### src/rtl/alu_seg_if.sv
// Bus between the 4-bit ALU side and the 7-segment result display.
// res_valid is a capture strobe with no back-pressure: while it is high, the display takes one result per cycle.
interface alu_seg_if #(
  parameter int HIST_DEPTH = 4
);
  localparam int SEL_W = $clog2(HIST_DEPTH);

  logic             res_valid;
  logic [3:0]       res;
  logic             car;
  logic             of;
  logic             clr;
  logic             signed_mode;
  logic [SEL_W-1:0] hist_sel;
  logic [7:0]       seg0;
  logic [7:0]       seg1;
  logic [7:0]       seg2;
  logic [7:0]       seg3;

  modport master (
    output res_valid, res, car, of, clr, signed_mode, hist_sel,
    input  seg0, seg1, seg2, seg3
  );

  modport slave (
    input  res_valid, res, car, of, clr, signed_mode, hist_sel,
    output seg0, seg1, seg2, seg3
  );
endinterface

### src/rtl/alu_seg_display.sv
// Captures ALU results into a short history and shows the selected entry on four active-low 7-seg digits.
// Optional feature macro: ALU_SEG_BLINK_EN (blinks the overflow glyph at BLINK_DIV cycles per half-period).
module alu_seg_display #(
  parameter int HIST_DEPTH = 4,
  parameter int BLINK_DIV  = 25_000_000
) (
  input logic      clk,
  input logic      rst,
  alu_seg_if.slave bus
);
  localparam int SEL_W = $clog2(HIST_DEPTH);
  localparam logic [7:0] BLANK   = 8'hFF;
  localparam logic [7:0] G_MINUS = 8'hFD;
  localparam logic [7:0] G_CARRY = 8'h63;
  localparam logic [7:0] G_OVF   = 8'hC5;

  typedef struct packed {
    logic [3:0] res;
    logic       car;
    logic       of;
  } entry_t;

  entry_t         hist [HIST_DEPTH];
  logic [SEL_W:0] count;

  // History shifts only on capture; clr just hides old entries by zeroing count.
  always_ff @(posedge clk) begin
    if (rst) begin
      count <= '0;
      for (int i = 0; i < HIST_DEPTH; i++) hist[i] <= '0;
    end else begin
      if (bus.res_valid) begin
        for (int i = HIST_DEPTH - 1; i > 0; i--) hist[i] <= hist[i-1];
        hist[0] <= '{res: bus.res, car: bus.car, of: bus.of};
      end
      if (bus.clr) begin
        count <= bus.res_valid ? (SEL_W+1)'(1) : '0;
      end else if (bus.res_valid && count != (SEL_W+1)'(HIST_DEPTH)) begin
        count <= count + (SEL_W+1)'(1);
      end
    end
  end

  logic blink_on;
`ifdef ALU_SEG_BLINK_EN
  localparam int BW = (BLINK_DIV > 1) ? $clog2(BLINK_DIV) : 1;
  logic [BW-1:0] blink_cnt;
  logic          blink_phase;

  always_ff @(posedge clk) begin
    if (rst) begin
      blink_cnt   <= '0;
      blink_phase <= 1'b1;
    end else if (blink_cnt == BW'(BLINK_DIV - 1)) begin
      blink_cnt   <= '0;
      blink_phase <= ~blink_phase;
    end else begin
      blink_cnt <= blink_cnt + BW'(1);
    end
  end

  assign blink_on = blink_phase;
`else
  assign blink_on = 1'b1;
`endif

  function automatic logic [7:0] glyph(input logic [3:0] d);
    case (d)
      4'h0: glyph = 8'h03;
      4'h1: glyph = 8'h9F;
      4'h2: glyph = 8'h25;
      4'h3: glyph = 8'h0D;
      4'h4: glyph = 8'h99;
      4'h5: glyph = 8'h49;
      4'h6: glyph = 8'h41;
      4'h7: glyph = 8'h1F;
      4'h8: glyph = 8'h01;
      4'h9: glyph = 8'h09;
      4'hA: glyph = 8'h11;
      4'hB: glyph = 8'hC1;
      4'hC: glyph = 8'h63;
      4'hD: glyph = 8'h85;
      4'hE: glyph = 8'h61;
      default: glyph = 8'h71;
    endcase
  endfunction

  entry_t     sel_entry;
  logic       sel_ok;
  logic       neg;
  logic [3:0] mag;
  logic [7:0] seg0_d, seg1_d, seg2_d, seg3_d;

  // Magnitude of -8 wraps back to 4'b1000, which is exactly the '8' glyph needed.
  always_comb begin
    sel_entry = hist[bus.hist_sel];
    sel_ok    = {1'b0, bus.hist_sel} < count;
    neg       = bus.signed_mode & sel_entry.res[3];
    mag       = neg ? (~sel_entry.res + 4'd1) : sel_entry.res;
    seg0_d    = BLANK;
    seg1_d    = BLANK;
    seg2_d    = BLANK;
    seg3_d    = BLANK;
    if (sel_ok) begin
      seg0_d = glyph(mag);
      seg1_d = neg ? G_MINUS : BLANK;
      seg2_d = sel_entry.car ? G_CARRY : BLANK;
      seg3_d = (sel_entry.of && blink_on) ? G_OVF : BLANK;
    end
  end

  logic [7:0] seg0_q, seg1_q, seg2_q, seg3_q;

  always_ff @(posedge clk) begin
    if (rst) begin
      seg0_q <= BLANK;
      seg1_q <= BLANK;
      seg2_q <= BLANK;
      seg3_q <= BLANK;
    end else begin
      seg0_q <= seg0_d;
      seg1_q <= seg1_d;
      seg2_q <= seg2_d;
      seg3_q <= seg3_d;
    end
  end

  assign bus.seg0 = seg0_q;
  assign bus.seg1 = seg1_q;
  assign bus.seg2 = seg2_q;
  assign bus.seg3 = seg3_q;
endmodule

### src/flat_wrapper.sv
// flat-port wrapper written by rule: the top's interface ports become plain ports
module alu_seg_display_flat 
#(
  parameter int HIST_DEPTH = 4,
  parameter int BLINK_DIV  = 25_000_000
)
  (clk, rst, bus_res_valid, bus_res, bus_car, bus_of, bus_clr, bus_signed_mode, bus_hist_sel, bus_seg0, bus_seg1, bus_seg2, bus_seg3);
  alu_seg_if #(.HIST_DEPTH(HIST_DEPTH)) bus_i ();
  input logic clk;
  input logic rst;
  input wire logic [$bits(bus_i.res_valid)-1:0] bus_res_valid;
  input wire logic [$bits(bus_i.res)-1:0] bus_res;
  input wire logic [$bits(bus_i.car)-1:0] bus_car;
  input wire logic [$bits(bus_i.of)-1:0] bus_of;
  input wire logic [$bits(bus_i.clr)-1:0] bus_clr;
  input wire logic [$bits(bus_i.signed_mode)-1:0] bus_signed_mode;
  input wire logic [$bits(bus_i.hist_sel)-1:0] bus_hist_sel;
  output wire logic [$bits(bus_i.seg0)-1:0] bus_seg0;
  output wire logic [$bits(bus_i.seg1)-1:0] bus_seg1;
  output wire logic [$bits(bus_i.seg2)-1:0] bus_seg2;
  output wire logic [$bits(bus_i.seg3)-1:0] bus_seg3;
  assign bus_i.res_valid = bus_res_valid;
  assign bus_i.res = bus_res;
  assign bus_i.car = bus_car;
  assign bus_i.of = bus_of;
  assign bus_i.clr = bus_clr;
  assign bus_i.signed_mode = bus_signed_mode;
  assign bus_i.hist_sel = bus_hist_sel;
  assign bus_seg0 = bus_i.seg0;
  assign bus_seg1 = bus_i.seg1;
  assign bus_seg2 = bus_i.seg2;
  assign bus_seg3 = bus_i.seg3;
  alu_seg_display #(.HIST_DEPTH(HIST_DEPTH), .BLINK_DIV(BLINK_DIV)) u_core (.clk(clk), .rst(rst), .bus(bus_i));
endmodule
### config.mk
export PLATFORM = sky130hd
export DESIGN_NAME = alu_seg_display_flat
export DESIGN_NICKNAME = d
export VERILOG_FILES = /design/src/rtl/alu_seg_if.sv /design/src/rtl/alu_seg_display.sv /design/src/flat_wrapper.sv
export SDC_FILE = /design/constraint.sdc
export NUM_CORES = 1
export LEC_CHECK = 0
export ABC_CLOCK_PERIOD_IN_PS = 3500
export CAP_MARGIN = 20
export CORE_UTILIZATION = 50
export DETAILED_ROUTE_END_ITERATION = 10
export GPL_TIMING_DRIVEN = 1
export PLACE_DENSITY = 0.87
export SYNTH_ARGS = -nofsm -noshare
export SYNTH_HDL_FRONTEND = slang
export SYNTH_SLANG_ARGS = --single-unit
### constraint.sdc
create_clock -name clk -period 3.5 [get_ports clk]
set_input_delay 0.875 -clock clk [delete_from_list [all_inputs] [get_ports clk]]
set_output_delay 0.875 -clock clk [all_outputs]
set_load 0.01 [all_outputs]
# Word level (Yosys, flattened, before mapping)
# Memories as Yosys holds them, arrays and structs flattened. A register that Yosys moved wholly into a read port is not among the register bits.
# Index checks and enable logic that the tools add are counted.
# op_classes
add_sub_neg	2
n_lt_le_gt_ge	1
eq_ne	1
mux	16
bitwise_logic	7
reduce_logical	3
# ops
op	n
$mux W6	5
$mux W8	1
$mux W1	6
$mux W3	2
$add A4 B1 Y4 const B	1
$mux W4	1
$not A4 Y4	1
$or A1 B1 Y1	4
$add A3 B1 Y3 const B	1
$lt A2 B3 Y1	1
$ne A3 B3 Y1 const B	1
$mux W2	1
$reduce_bool A2 Y1	1
$reduce_or A2 Y1	1
$and A1 B1 Y1	1
$logic_and A1 B1 Y1	1
$not A1 Y1	1
# totals
ff_bits	35
mem_bits_rw	24
romBits	112
input_bits	13
output_inout_bits	32
wordCells	37
n_memories	2
# mem_list
memory	words	word_bits	rd	rd_clocked_by_memory_dff	wr	line	rtl
(no name shown)	16	7	1	1	0	alu_seg_display.sv:68	case (d)
u_core.hist	4	6	4	0	4	alu_seg_display.sv:23	entry_t hist [HIST_DEPTH];

# Depth between registers and ports, before layout
# Gate-level depths: netlist (run 1).
# depth
ltp_word	4
mapped_depth	10
depth_no_buf	9

# Least setup slack after synthesis (run 1)
# No wires, ideal clock.
# synth_path
path_type	input -> register
start	input bus_hist_sel[0]
end	register u_core.seg0_q[7] (netlist: u_core.bus.seg0[7])
setup_time_ps	129
t_arrival_ps	3120
required_ps	3371
slack_ps	250
cell_stages	10
n_path_buf	1
path_cell_list	buf_6 -> mux4_2 -> inv_1 -> ha_1 -> mux2i_1 -> inv_2 -> ha_1 -> or3_1 -> o221ai_1 -> nand2_1
# synth_via
elab_chain_len	4
word_cells_on_any_way	8
classes_between	1 x add/sub; 1 x order compare; 1 x mux; 3 x bitwise; 1 x reduce/logical; 1 x memory
# synth_lines
item	line	rtl
start: declaration	flat_wrapper.sv:17	input wire logic [$bits(bus_i.hist_sel)-1:0] bus_hist_sel;
$mem_v2 Z4 W6	-	
$not A4 Y4	alu_seg_display.sv:99	mag = neg ? (~sel_entry.res + 4'd1) : sel_entry.res;
$add A4 B1 Y4	alu_seg_display.sv:99	
$mux W4	alu_seg_display.sv:99	
end: declaration	alu_seg_display.sv:112	logic [7:0] seg0_q, seg1_q, seg2_q, seg3_q;
# Parallel ways exist; a longest one is shown, timed or not.
# A chain may end at the register's enable or synchronous reset.

# Worst setup path after layout (run 1)
# Ends and elaborated chain as after synthesis.

==> flow_summary.json, run 1 <==
{
  "fill_cells": 319,
  "final_util_pct": 63.44,
  "fmax_ghz": 0.3273,
  "holdBufCountCts": 0,
  "wire_per_inst_microns": 12.83,
  "final.period_utilization_pct": 87.29,
  "layout_commonest_cell": "clkdlybuf4s50_1",
  "layout.nets": 221,
  "rr_startpoint": "u_core.hist[0][3]",
  "postSynth.asyncResetShare_pct": 0,
  "dieHeight_microns": 64.98,
  "num_antenna_cells": 0,
  "fin_cells": 246,
  "dieArea_sq_um": 4222,
  "start_util_pct": 52.97,
  "r2r_end": "u_core.bus.seg0[7]",
  "io_pins": 45,
  "cts_setup_buffers": 0,
  "detail-route-antenna-nets": 0,
  "critPathMaxFanout": 3,
  "synth_cells": 163,
  "cts_max_level": 2,
  "place_hpwl_mm": 2.261,
  "num_vias": 1236,
  "syn_avg_cell_area_sq_um": 12.17,
  "whs_endpoint": "u_core.count[0]",
  "start_kind": "input pin",
  "first_iter_violations": 78,
  "final_area_sq_um": 2375,
  "drc": 0,
  "cts_resized": 0,
  "synth.distinct_cells": 35,
  "min_period_ns": 3.055,
  "outcome": "finished clean",
  "die_w_microns": 64.98,
  "place.gp.congestion": 0.7731,
  "rows": 22,
  "reg2reg_slack_ns": 1.20,
  "tightest_slew_ns": 0.5487,
  "hold_path.startpoint": "u_core.count[0]",
  "core_region_area_sq_um": 3744,
  "cts_tree": "built",
  "setup-violations-final": 0,
  "critPathArrivalTime_ns": 3.24,
  "drv_slew": 0,
  "finalSetupTns_ns": 0,
  "grt_first_pass_wirelength_mm": 5.271,
  "clk_pin_slew_ns": 0.07,
  "clk_path_buf_depth": 2,
  "grt_pass1_vias": 1160,
  "ir_drop_mv": 0.2957,
  "grt_max_degree": 25,
  "cp-end-kind": "register",
  "postPlaceCellArea_sq_um": 2256,
  "finalClockSkew_ns": 0.004418,
  "clkLatencyLatePin_ns": 0.29,
  "ys_warn_count": 0,
  "clock_sinks": 37,
  "rsz0062_at_grt": "false",
  "area.growth.synth_to_final_pct": 19.75,
  "drive_gt1_share_pct": 14.65,
  "hold_depth": 2,
  "hold_viol_final": 0,
  "maxSlewHeadroom_pct": 63.42,
  "synth_edf_count": 24,
  "power.total_w": 0.001054,
  "ys_seq_area_share_pct": 49.46,
  "yosys_register_bits": 37,
  "drt_pass1_iterations": 4,
  "leakage_nw": 0.9977,
  "gr-total-overflow": 0,
  "crit_type": "in -> reg",
  "cts_inserted_buffers": 5,
  "netlist_area_sq_um": 1983,
  "placedCellCount": 237,
  "root_buffer": "clkbuf_8",
  "io_buffers": 28,
  "worstSetupStartpoint": "bus_hist_sel[0]",
  "critical_path_required_ns": 3.69,
  "drv_cap": 0,
  "drt_wl_total_mm": 3.157,
  "ys.flop_type": "edfxtp_1",
  "cellPowerDensity_nw_per_um2": 443.6,
  "final_cell_mix": "clkdlybuf4s50_1, and2_1, edfxtp_1",
  "reg2reg_depth": 9,
  "antenna_found_initial": 0,
  "avgViaCountPerCell": 5.024,
  "track_usage_pct": 17.37,
  "min_path_type": "reg -> reg"
}
-- registers in the layout, summed over array words and instances (netlist names) --
name,flops
u_core.bus.seg0,7
u_core.count,3
u_core.bus.seg1,1
u_core.bus.seg3,1
u_core.hist,24
u_core.bus.seg2,1
-- synthesized netlist by cell type (2+ instances only) --
| library cell | instances | area share, % |
|---|---|---|
| dfxtp_1 | 13 | 13 |
| inv_1 | 5 | 0.95 |
| mux4_2 | 4 | 4.5 |
| a21oi_1 | 5 | 1.3 |
| clkbuf_1 | 3 | 0.57 |
| nor2_1 | 2 | 0.38 |
| mux2i_1 | 5 | 2.5 |
| o221ai_1 | 4 | 1.8 |
| buf_4 | 22 | 8.3 |
| ha_1 | 11 | 6.9 |
| o21ai_0 | 4 | 1.0 |
| nand3_1 | 3 | 0.76 |
| edfxtp_1 | 24 | 36 |
| mux4_1 | 2 | 2.6 |
| and2_1 | 24 | 7.6 |
| nand2_1 | 12 | 2.3 |
| buf_6 | 2 | 1.1 |
-- layout make-up --
class                   count  area (sq um)  area share (%)
well taps                  48         60.06           2.529
inverters                   6         22.52          0.9484
clock inverters             2         38.79           1.633
repair buffers             39         362.8           15.28
flip-flops and latches     37         980.9           41.31
clock buffers               6         72.57           3.056
multi-input cells         108         837.1           35.25
-- cells by family after synthesis --
kind of cell / after synthesis / synth area share (%)
XOR/XNOR: 3 / 2.083
other: 1 / 0.1891
adder cells (fa/ha/maj): 11 / 6.940
AND/OR/NAND/NOR: 49 / 13.75
AO/OA/AOI/OAI: 18 / 6.688
multiplexers: 11 / 9.716
buffers and inverters: 33 / 11.17
flip-flops: 37 / 49.46
-- worst max-delay path by stage --
stage / endpoint / cells after the start / slack (ns)
after floorplan: u_core.bus.seg0[7] / 10 / 0.25
after global placement: u_core.bus.seg0[7] / 10 / 0.16
after detailed placement: u_core.bus.seg0[7] / 10 / 0.11
after CTS: u_core.bus.seg0[7] / 10 / 0.43
after global routing: u_core.bus.seg0[7] / 10 / 0.34
final: u_core.bus.seg0[7] / 10 / 0.44
-- routing by layer --
layer | global-route usage [%] | wire, microns
met1 | 20.94 | 1409
met2 | 27.73 | 1508
met3 | 7.394 | 198
met4 | 5.833 | 40
met5 | 0 | 0
-- worst max-delay path: stages --
cell and delay [ns]:
clkdlybuf4s50_1 0.55, mux4_2 0.58, inv_1 0.08, ha_1 0.22, mux2i_1 0.20, inv_2 0.06, ha_1 0.18, or3_1 0.36
o221ai_1 0.07, nand2_1 0.07
-- stage by stage --
| step | hold slack (ns) | setup WS [ns] |
|---|---|---|
| detailed placement | 0.5345 | 0.1099 |
| CTS | 0.5442 | 0.4283 |
| floorplan | 0.4868 | 0.2505 |
| global placement | 0.5100 | 0.1553 |
| global route | 0.5616 | 0.3374 |
| finish | 0.5454 | 0.4448 |
-- where the power goes --
group,leakage [nW],internal (W),switching (W)
registers,0.370,0.000493,0.0000121
clock network,0.0554,0.000214,0.000152
logic,0.572,0.0000899,0.0000923
total,0.998,0.000797,0.000257
Power figures use the tool's default switching activity.
==> inputs of run 2 (changes only) <==
--- a/config.mk
+++ b/config.mk
@@ -14,3 +14,4 @@
 export SYNTH_ARGS = -nofsm -noshare
 export SYNTH_HDL_FRONTEND = slang
 export SYNTH_SLANG_ARGS = --single-unit
+export TNS_END_PERCENT = 5
==> results of run 2 <==
The final DEF is identical to that of run 1; final timing and power are the same.
==> inputs of run 3 (changes only) <==
--- a/config.mk
+++ b/config.mk
@@ -5,8 +5,8 @@
 export SDC_FILE = /design/constraint.sdc
 export NUM_CORES = 1
 export LEC_CHECK = 0
-export ABC_CLOCK_PERIOD_IN_PS = 3500
 export CAP_MARGIN = 20
+export CORE_MARGIN = 2
 export CORE_UTILIZATION = 50
 export DETAILED_ROUTE_END_ITERATION = 10
 export GPL_TIMING_DRIVEN = 1
==> run 3 against run 2 <==
Die area up 6.3%. Clock skew up 0.0014 ns. Routed wire length up 3.4%. Critical endpoint unchanged. Largest cell class unchanged.
==> flow_summary.json, run 3 (synthesized netlist as in run 1, its figures left out) <==
{
  "max_stage_delay_ns": 0.57,
  "dieHeight_microns": 66.98,
  "finalClockSkew_ns": 0.005835,
  "crit_buf_inv": 3,
  "clkLatencyLatePin_ns": 0.29,
  "drt_wl_total_mm": 3.263,
  "track_usage_pct": 16.78,
  "leakage_nw": 0.9941,
  "grt_use_met3_pct": 4.730,
  "slowest_stage": "mux4_2",
  "setup-violations-final": 0,
  "hold_path.startpoint": "u_core.hist[1][0]",
  "detail-route-antenna-nets": 0,
  "power.total_w": 0.001049,
  "worstSetupStartpoint": "bus_hist_sel[0]",
  "met1_usage_pct": 19.34,
  "io_buffers": 28,
  "finalSetupTns_ns": 0,
  "dp_slack_ns": 0.1012,
  "fmax_ghz": 0.3268,
  "clk_pin_slew_ns": 0.08,
  "drt_pass1_iterations": 4,
  "clk_path_buf_depth": 2,
  "grtUsageMet2_pct": 28.00,
  "layout_commonest_cell": "clkdlybuf4s50_1",
  "grt_pass1_vias": 1145,
  "layout_setup_ws_ns": 0.4405,
  "drc": 0,
  "wire_per_inst_microns": 13.26,
  "num_vias": 1234,
  "num_antenna_cells": 0,
  "cp-end-kind": "register",
  "drv_cap": 0,
  "crit_family": "multiplexers",
  "clock_sinks": 37,
  "root_buffer": "clkbuf_8",
  "avgViaCountPerCell": 5.016,
  "critical_path_required_ns": 3.68,
  "crit_chain": "clkdlybuf4s50_1, mux4_2, inv_1, ha_1, mux2i_1, inv_2, ha_1, or3_1, o221ai_1, nand2_1",
  "maxSlewHeadroom_pct": 64.60,
  "cts_setup_buffers": 0,
  "critPathMaxFanout": 3,
  "cts_inserted_buffers": 5,
  "rows": 22,
  "cts_tree": "built",
  "min_period_ns": 3.060,
  "start_util_pct": 52.97,
  "start_kind": "input pin",
  "place.gp.congestion": 0.7846,
  "hold_viol_final": 0,
  "grt_max_degree": 25,
  "cellPowerDensity_nw_per_um2": 442.1,
  "crit_type": "in -> reg",
  "io_pins": 45,
  "cts_max_level": 2,
  "ir_drop_mv": 0.3037,
  "dieArea_sq_um": 4486,
  "rr_startpoint": "u_core.hist[0][3]",
  "fin_cells": 246,
  "critPathArrivalTime_ns": 3.24,
  "top_usage_layer": "met2",
  "layout.nets": 221,
  "regMostFlops": "u_core.hist",
  "grt_first_pass_wirelength_mm": 5.375,
  "crit_path_frequent_cell": "ha_1",
  "area.growth.synth_to_final_pct": 19.68,
  "fill_cells": 307,
  "gr-total-overflow": 0,
  "placedCellCount": 237,
  "final_cell_mix": "clkdlybuf4s50_1, and2_1, edfxtp_1",
  "rsz0062_at_grt": "false",
  "core_region_area_sq_um": 3744,
  "final.period_utilization_pct": 87.42,
  "antenna_found_initial": 0,
  "largest_reg_flops": 24,
  "die_w_microns": 66.98,
  "min_path_type": "reg -> reg",
  "place_hpwl_mm": 2.383,
  "first_iter_violations": 47,
  "holdBufCountCts": 0,
  "drv_slew": 0,
  "cts_resized": 0,
  "tightest_slew_ns": 0.5310,
  "outcome": "finished clean",
  "drive_gt1_share_pct": 14.65
}
[run 3: cell types whose count changed in the layout (fill, tap and decap cells not counted)]
cell,change
clkbuf_1,-1
clkinv_1,+1
clkinv_4,-1
clkinvlp_4,+1
[run 3: worst paths after layout]
| path | cells past startpoint | endpoint | slack [ns] |
|---|---|---|---|
| worst max-delay path | 10 | u_core.bus.seg0[7] | 0.44 |
| worst min-delay path | 1 | u_core.hist[2][0] | 0.54 |
| worst max register to register | 9 | u_core.bus.seg0[7] | 1.20 |
| worst min register to register | 1 | u_core.hist[2][0] | 0.54 |
[run 3: report_power, final]
| part | total, W | leakage (nW) | switching, W | internal [W] |
|---|---|---|---|---|
| registers | 0.000505 | 0.370 | 0.0000114 | 0.000493 |
| logic | 0.000181 | 0.572 | 0.0000919 | 0.0000894 |
| clock network | 0.000363 | 0.0518 | 0.000154 | 0.000210 |
| total | 0.00105 | 0.994 | 0.000257 | 0.000792 |
[run 3: worst reg2reg max path, delay by kind of cell, from the launching register on]
kind	cells	cell delay (ns)
adder cells (fa/ha/maj)	2	0.40
buffers and inverters	2	0.14
AND/OR/NAND/NOR	2	0.43
multiplexers	2	0.73
AO/OA/AOI/OAI	1	0.07
flip-flops	1	0.42
[run 3: area by class of cell]
type | count | area, sq um | area share, %
clock buffers | 5 | 68.82 | 2.899
multi-input cells | 108 | 837.1 | 35.27
repair buffers | 39 | 362.8 | 15.29
flip-flops and latches | 37 | 980.9 | 41.33
clock inverters | 3 | 41.29 | 1.740
inverters | 6 | 22.52 | 0.9489
well taps | 48 | 60.06 | 2.530
[run 3: per-layer routing]
metal | wire length [microns] | vias to the layer above | part of all wire, %
li1 | - | 606 | -
met1 | 1381 | 584 | 42
met2 | 1631 | 35 | 50
met3 | 165 | 9 | 5.1
met4 | 84 | 0 | 2.6
met5 | 0 | - | 0
[run 3: through the flow]
stage               utilization [%]  cell area, sq um  hold WS, ns
global placement              60.26              2256       0.5100
global route                  63.40              2374       0.5763
detailed placement            60.26              2256       0.5314
floorplan                         -              2039       0.4868
CTS                           63.20              2366       0.5400
finish                        63.40              2374       0.5415
